**src/rtl/second_cnn_pkg.sv**
```systemverilog
// second_cnn_pkg: shared state encoding and default geometry for the second CNN stage sequencer.
package second_cnn_pkg;
  typedef enum logic [1:0] {IDLE, STREAM, DRAIN, DONE} state_t;
  localparam int WIDTH    = 8;
  localparam int IMG_W    = 12;
  localparam int IMG_H    = 12;
  localparam int K        = 5;
  localparam int PIPE_LAT = 4;
  localparam int OUT_W    = IMG_W - K + 1;
  localparam int OUT_H    = IMG_H - K + 1;
endpackage

```
**src/rtl/second_cnn_ctrl_valid_delay_line.sv**
```systemverilog
// valid_delay_line: DEPTH-stage 1-bit shift register with async active-low clear.
module valid_delay_line #(
  parameter int DEPTH = second_cnn_pkg::PIPE_LAT
) (
  input  logic clk,
  input  logic rst_n,
  input  logic d,
  output logic q
);
  logic [DEPTH-1:0] sr_q, sr_d;
  always_comb sr_d = DEPTH'({sr_q, d});
  always_ff @(posedge clk or negedge rst_n) begin
    if (!rst_n) sr_q <= '0;
    else sr_q <= sr_d;
  end
  assign q = sr_q[DEPTH-1];
endmodule

```
**src/rtl/second_cnn_ctrl.sv**
```systemverilog
// second_cnn_ctrl: raster-stream sequencer feeding the Second_CNN core and tracking its result positions.
module second_cnn_ctrl
  import second_cnn_pkg::*;
#(
  parameter int WIDTH    = second_cnn_pkg::WIDTH,
  parameter int IMG_W    = second_cnn_pkg::IMG_W,
  parameter int IMG_H    = second_cnn_pkg::IMG_H,
  parameter int K        = second_cnn_pkg::K,
  parameter int PIPE_LAT = second_cnn_pkg::PIPE_LAT
) (
  input  logic                            clk,
  input  logic                            rst_n,
  input  logic                            start,
  input  logic [WIDTH-1:0]                s_data,
  input  logic                            s_valid,
  output logic                            s_ready,
  output logic [WIDTH-1:0]                core_din,
  output logic                            core_din_valid,
  output logic                            core_cal_valid,
  output logic                            out_valid,
  output logic [$clog2(IMG_H-K+1)-1:0]    out_row,
  output logic [$clog2(IMG_W-K+1)-1:0]    out_col,
  output logic                            busy,
  output logic                            done
);
  localparam int RW  = $clog2(IMG_H);
  localparam int CW  = $clog2(IMG_W);
  localparam int ORW = $clog2(IMG_H - K + 1);
  localparam int OCW = $clog2(IMG_W - K + 1);
  localparam int DW  = $clog2(PIPE_LAT + 1);
  state_t           state_q, state_d;
  logic [RW-1:0]    row_q, row_d;
  logic [CW-1:0]    col_q, col_d;
  logic [ORW-1:0]   orow_q, orow_d;
  logic [OCW-1:0]   ocol_q, ocol_d;
  logic [DW-1:0]    drain_q, drain_d;
  logic [WIDTH-1:0] din_q, din_d;
  logic             dv_q, dv_d, cv_q, cv_d;
  logic             row_last, col_last, ocol_last;
  assign row_last  = row_q == RW'(IMG_H - 1);
  assign col_last  = col_q == CW'(IMG_W - 1);
  assign ocol_last = ocol_q == OCW'(IMG_W - K);
  always_comb begin
    state_d = state_q;
    row_d   = row_q;
    col_d   = col_q;
    orow_d  = orow_q;
    ocol_d  = ocol_q;
    drain_d = drain_q;
    din_d   = din_q;
    dv_d    = 1'b0;
    cv_d    = 1'b0;
    if (out_valid) begin
      ocol_d = ocol_last ? '0 : ocol_q + 1'b1;
      if (ocol_last) orow_d = (orow_q == ORW'(IMG_H - K)) ? '0 : orow_q + 1'b1;
    end
    case (state_q)
      IDLE: if (start) begin
        state_d = STREAM;
        row_d   = '0;
        col_d   = '0;
        orow_d  = '0;
        ocol_d  = '0;
        drain_d = '0;
      end
      STREAM: if (s_valid) begin
        din_d = s_data;
        dv_d  = 1'b1;
        cv_d  = (row_q >= RW'(K - 1)) && (col_q >= CW'(K - 1));
        col_d = col_last ? '0 : col_q + 1'b1;
        if (col_last) row_d = row_last ? '0 : row_q + 1'b1;
        if (row_last && col_last) state_d = DRAIN;
      end
      // Extra DRAIN cycle lets the final result surface before done pulses.
      DRAIN: if (drain_q == DW'(PIPE_LAT)) state_d = DONE;
             else drain_d = drain_q + 1'b1;
      DONE: state_d = IDLE;
    endcase
  end
  always_ff @(posedge clk or negedge rst_n) begin
    if (!rst_n) begin
      state_q <= IDLE;
      row_q   <= '0;
      col_q   <= '0;
      orow_q  <= '0;
      ocol_q  <= '0;
      drain_q <= '0;
      din_q   <= '0;
      dv_q    <= 1'b0;
      cv_q    <= 1'b0;
    end else begin
      state_q <= state_d;
      row_q   <= row_d;
      col_q   <= col_d;
      orow_q  <= orow_d;
      ocol_q  <= ocol_d;
      drain_q <= drain_d;
      din_q   <= din_d;
      dv_q    <= dv_d;
      cv_q    <= cv_d;
    end
  end
  valid_delay_line #(.DEPTH(PIPE_LAT)) u_out_valid (
    .clk  (clk),
    .rst_n(rst_n),
    .d    (cv_q),
    .q    (out_valid)
  );
  assign s_ready        = state_q == STREAM;
  assign busy           = state_q != IDLE;
  assign done           = state_q == DONE;
  assign core_din       = din_q;
  assign core_din_valid = dv_q;
  assign core_cal_valid = cv_q;
  assign out_row        = orow_q;
  assign out_col        = ocol_q;
endmodule

```
**config.mk**
```make
export PLATFORM = sky130hd
export DESIGN_NAME = second_cnn_ctrl
export DESIGN_NICKNAME = d
export VERILOG_FILES = /design/src/rtl/second_cnn_pkg.sv /design/src/rtl/second_cnn_ctrl_valid_delay_line.sv /design/src/rtl/second_cnn_ctrl.sv
export SDC_FILE = /design/constraint.sdc
export NUM_CORES = 1
export LEC_CHECK = 0
export BUFFER_PORTS_ARGS = -buffer_cell sky130_fd_sc_hd__buf_2
export CAP_MARGIN = 5
export CORE_MARGIN = 10
export CORE_UTILIZATION = 50
export DETAILED_ROUTE_END_ITERATION = 7
export GPL_TIMING_DRIVEN = 0
export PLACE_DENSITY_LB_ADDON = 0.05
export SLEW_MARGIN = 20
export SYNTH_ARGS = -nofsm -noshare
export SYNTH_HDL_FRONTEND = slang
export SYNTH_SLANG_ARGS = --single-unit
```
**constraint.sdc**
```tcl
create_clock -name clk -period 2.05 [get_ports clk]
set_clock_uncertainty 0.05 [all_clocks]
set_input_delay 0.41 -clock clk [delete_from_list [all_inputs] [get_ports clk]]
set_output_delay 0.41 -clock clk [all_outputs]
set_load 0.1 [all_outputs]
```
After elaboration in Yosys (flattened, before gate mapping)
Cells that the tools add are included.
{"block": "totals", "wordCells": 71, "out_inout_bits": 20, "regBits": 33, "in_bits": 12}
{"block": "classes", "n_eq_ne": 14, "add_sub_neg": 5, "reduce_logical": 11, "n_mux": 29, "magnitude_cmp": 2}
{"op": "3-bit 2-to-1 mux", "count": 11}
{"op": "4-bit 2-to-1 mux", "count": 6}
{"op": "4-bit one-hot mux with 2 select lines", "count": 2}
{"op": "3-bit by 1-bit adder with 3-bit output, second input constant", "count": 3}
{"op": "3-bit == test, second input constant", "count": 3}
{"op": "4-bit by 1-bit adder with 4-bit output, second input constant", "count": 2}
{"op": "4-bit == test, second input constant", "count": 2}
{"op": "4-bit by 3-bit >= comparator with 1-bit output, second input constant", "count": 2}
{"op": "2-bit 2-to-1 mux", "count": 4}
{"op": "2-bit != test, second input constant", "count": 4}
{"op": "2-bit one-hot mux with 4 select lines", "count": 1}
{"op": "4-bit AND reduction", "count": 2}
{"op": "3-bit one-hot mux with 2 select lines", "count": 1}
{"op": "3-bit AND reduction", "count": 2}
{"op": "2-bit nonzero test", "count": 3}
{"op": "2-bit == test, second input constant", "count": 2}
{"op": "1-bit 2-to-1 mux", "count": 4}
{"op": "2-bit by 1-bit != test with 1-bit output, second input constant", "count": 2}
{"op": "2-bit by 1-bit == test with 1-bit output, second input constant", "count": 1}
{"op": "1-bit logical AND", "count": 2}
{"op": "2-bit zero test", "count": 1}
{"op": "2-bit AND reduction", "count": 1}

Longest topological paths before layout
{"block": "depth", "word_depth": 6, "depth_mapped": 7, "mapped_depth_nobuf": 6}

Cells and area by module
From an unflattened synthesis, not the netlist that was laid out.
{"block": "unflattened", "hier_cells": 153, "area_unflattened_um2": 1677.9}
{"mod": "second_cnn_ctrl", "area_per_inst_um2": 1577.8, "instances": 1, "cells_each": 149, "seq_area_each_um2": 725.7}
{"mod": "valid_delay_line", "area_per_inst_um2": 100.1, "instances": 1, "cells_each": 4, "seq_area_each_um2": 100.1}

Worst setup path before layout
No wires, ideal clock.
{"block": "synth_path", "path_type": "flip-flop to flip-flop", "start": "reg state_q[1]", "end": "reg state_q[1]", "n_path_buf": 1, "stages_incl_launch_ff": 8, "arrival_time_ps": 2194, "synth_period_minus_slack_ps": 2369, "path_slack_ps": -319, "setup_time_ps": 125, "required_time_ps": 1875, "cell_sequence": "dfrtp_1 inv_1 ha_1 buf_6 nor2b_4 or2_4 nand4b_4 mux2_4"}
{"block": "synth_via", "elab_chain_cells": 3, "word_cells_on_any_way": 10, "classes_between": "eq/ne (7); mux (1); reduce/logical (2)"}
{"element": "from (decl)", "line": "second_cnn_ctrl.sv:31", "source": "state_t state_q, state_d;"}
{"element": "from (signal assigned)", "line": "second_cnn_ctrl.sv:92", "source": "state_q <= state_d;"}
{"element": "2-bit by 1-bit == test with 1-bit output (*)"}
{"element": "net s_ready", "line": "second_cnn_ctrl.sv:16", "source": "output logic s_ready,"}
{"element": "2-bit by 1-bit != test with 1-bit output (no source line) / 2-bit != test (equally long branches)"}
{"element": "4-bit AND reduction (no source line)"}
The timed path passes the listed nets; every way through them passes the cells marked *.
A chain may end at the register's enable or synchronous reset.

Worst setup path in the final report
{"block": "layout_path", "start": "reg state_q[1]", "end": "out busy"}
{"block": "layout_via", "elab_chain_cells": 1}
{"element": "2-bit nonzero test", "line": "second_cnn_ctrl.sv:110", "source": "assign busy = state_q != IDLE;"}
{"element": "to (decl)", "line": "second_cnn_ctrl.sv:23", "source": "output logic busy,"}
No other way between the ends.

==> metrics.md <==
| Metric | Value |
|---|---|
| Crit Reg-Reg Startpoint | state_q[0]$_DFFE_PN0P_ |
| Syn Inst Count | 164 |
| CTS tree | yes |
| Final setup violation count | 0 |
| Rel. slew slack | 51.7% |
| Global route hottest layer | met2 |
| Initial antenna violation count | 0 |
| Register area | 826 sq um |
| Worst path required time | 1.59 ns |
| Worst setup EP type | primary output |
| Slew Viols, Final | 0 |
| Post-synthesis cell type count | 42 |
| Outcome | finished clean |
| Clock buffer depth | 2 |
| PortBufs | 29 |
| GRT Total Usage | 11.8% |
| Mapped Area | 1750 sq um |
| Flop2flop setup slack | 0.18 ns |
| H-tree level count | 2 |
| Mux contribution to synthesized area | 9.01% |
| Met3 global-route usage | 4.95% |
| Min Tclk post-route | 1.97 ns |
| Routed vias | 1371 |
| Vias in the first global route | 1331 |
| Max Cap Viol | 0 |
| P&R area growth vs syn | 19.2% |
| Compound-Gate Fraction of Synth Area | 13.9% |
| FF-to-FF End | state_q[1]$_DFFE_PN0P_ |
| Root Buffer | clkbuf_4 |
| Ys Warns | 0 |
| DRT Pass-1 Iters | 4 |
| DR DRC count | 0 |
| Routed Antenna Nets | 0 |
| Nets | 227 |
| Initial core utilization | 52.0% |
| First-pass GRT wire length | 6.06 mm |
| Critical Path Start | state_q[1]$_DFFE_PN0P_ |
| DR iter-0 viols | 47 |
| M1 GR Usage | 13.7% |
| Pin slew with the least headroom to its limit | 0.725 ns |
| Post-synth top flop | dfrtp_1 |
| Via/cell ratio | 5.48 |
| Worst Path Arrival | 1.51 ns |
| Area share of fa/ha/maj cells after synthesis | 8.58% |
| Kind of start point of the critical path | register |
| Core area | 3360 sq um |
| Sinks on Clock Net | 33 |
| Ys async rst share | 100% |
| Area of the multi-input gates | 851 sq um |
| DIE HEIGHT | 79.2 um |
| Post-synthesis simple-gate area fraction | 16.4% |
| Post-CTS Hold Buffers | 0 |
| Worst setup path class | register to primary output |
| Proportion of layout cells with a drive suffix above 1 | 31.4% |
| Number of synthesized flops with an enable pin | 0 |
| I/O pin total | 32 |
| Post-Synth XOR/XNOR Area | 0% |
| Min-Delay Path Class | input port to async pin |
| # rows | 21 |
| Final period util | 96.1% |
| Largest net degree at the start of global routing | 34 |
| R2R cell count | 7 |
| Clk slew on worst S/H paths | 0.11 ns |
| Clock Latency Late Sink | 0.33 ns |
| Max frequency | 508 MHz |
| Post-Route WL | 3.65 mm |
| Worst hold slack | 0.0741 ns |
| Yosys reg bits | 33 |
| CTS Buf Count | 5 |
| Largest family of logic cells by synthesized area | simple AND/OR/NAND/NOR gates |
| Die area | 6270 sq um |
| Chip Width | 79.2 um |
| Fillers | 301 |
| Met2 usage in global routing | 19.0% |
| Crit-path max FO | 10 |
| Final hold viol count | 0 |
| GRT overflow | 0 |
| Antenna cells | 0 |
| Syn nets | 188 |
| Mean Syn Cell Area | 10.7 sq um |
| Routed WL per cell | 14.6 um |
| DP HPWL | 2.67 mm |
| Sequential cell area fraction in the yosys report | 47.2% |
| GPL Wtd Cong | 0.849 |
-- layer usage --
metal	routed length, um	share of wire (%)
met1	1590	43
met5	0	0
met4	21	0.58
met3	300	8.2
met2	1740	48
-- how the worst max path moves through the flow --
stage | end | slack [ns] | cells after the start
floorplan | drain_q[2]$_DFFE_PN0P_ | 0.05 | 7
global placement | state_q[1]$_DFFE_PN0P_ | 0.19 | 6
detailed placement | state_q[1]$_DFFE_PN0P_ | 0.14 | 6
CTS | busy | 0.009 | 5
global route | busy | -0.0004 | 5
finish | busy | 0.08 | 5
-- cell type report --
| class | instances | share of cell area (%) |
|---|---|---|
| Buffer | 7 | 2.16 |
| Clock buffer | 5 | 1.80 |
| Clock inverter | 3 | 2.22 |
| Inverter | 11 | 1.98 |
| Multi-Input combinational cell | 113 | 40.8 |
| Sequential cell | 33 | 39.6 |
| Tap cell | 46 | 2.76 |
| Timing Repair Buffer | 32 | 8.75 |
-- metrics by stage --
stage | cell area, sq um | cells | setup TNS, ns | setup WS, ns | utilization (%)
detailed placement | 1970 | 239 | 0 | 0.144 | 58.4
CTS | 2060 | 248 | 0 | 0.00916 | 61.3
finish | 2090 | 250 | 0 | 0.0806 | 62.1
global route | 2090 | 250 | -0.000404 | -0.000404 | 62.1
global placement | 1970 | 239 | 0 | 0.189 | 58.4
floorplan | 1760 | 164 | 0 | 0.0508 | -
-- synthesized netlist by cell type (2+ instances only) --
library cell,n,area share [%]
ha_1,12,8.6
mux2i_1,3,1.7
nand3b_1,2,0.86
o21ai_0,5,1.4
nand2_1,16,3.4
buf_4,2,0.86
a22o_1,7,3.5
nand3_1,7,2.0
o221ai_1,2,1.0
buf_2,3,0.86
inv_1,11,2.4
nor2b_1,2,0.71
a21oi_1,8,2.3
dfrtp_1,33,47
nor2_1,9,1.9
mux2_2,10,6.4
nor3_1,7,2.0
-- cell usage in the layout (no fill, tap or decap), drive strengths merged, types with 3 or more instances in the layout --
cell / synthesis / layout
a21oi: 8 / 8
a22o: 7 / 7
buf: 6 / 38
clkbuf: 1 / 6
dfrtp: 33 / 33
ha: 12 / 12
inv: 11 / 11
mux2: 11 / 11
mux2i: 3 / 3
nand2: 16 / 16
nand3: 7 / 7
nor2: 9 / 9
nor2b: 4 / 4
nor3: 7 / 7
o21ai: 6 / 6
-- worst max-delay path: stages, from the launching register on --
cell     delay (ns)
dfrtp_1        0.39
inv_1          0.10
ha_1           0.21
buf_4          0.18
inv_1          0.12
buf_12         0.18
-- what timing repair did --
item,in CTS,in global routing
buffers inserted,1,2
gates resized for setup,2,2
pin swaps,0,0
endpoints found under the setup margin,1,1
-- state kept, by name, summed over array words and instances, names as in the netlist --
| register | count |
|---|---|
| state_q | 2 |
| core_cal_valid | 1 |
| u_out_valid.sr_q | 4 |
| row_q | 4 |
| core_din | 8 |
| col_q | 4 |
| out_col | 3 |
| core_din_valid | 1 |
| out_row | 3 |
| drain_q | 3 |
-- cells by family after synthesis --
logic type	count (synthesis)
simple gates	53
compound gates	34
flops	33
buf+inv	18
mux	14
fa+ha+maj	12
Power is left out: the tool's default activity adds up to more than one toggle a clock period on the data nets, which glitch-free logic cannot reach.
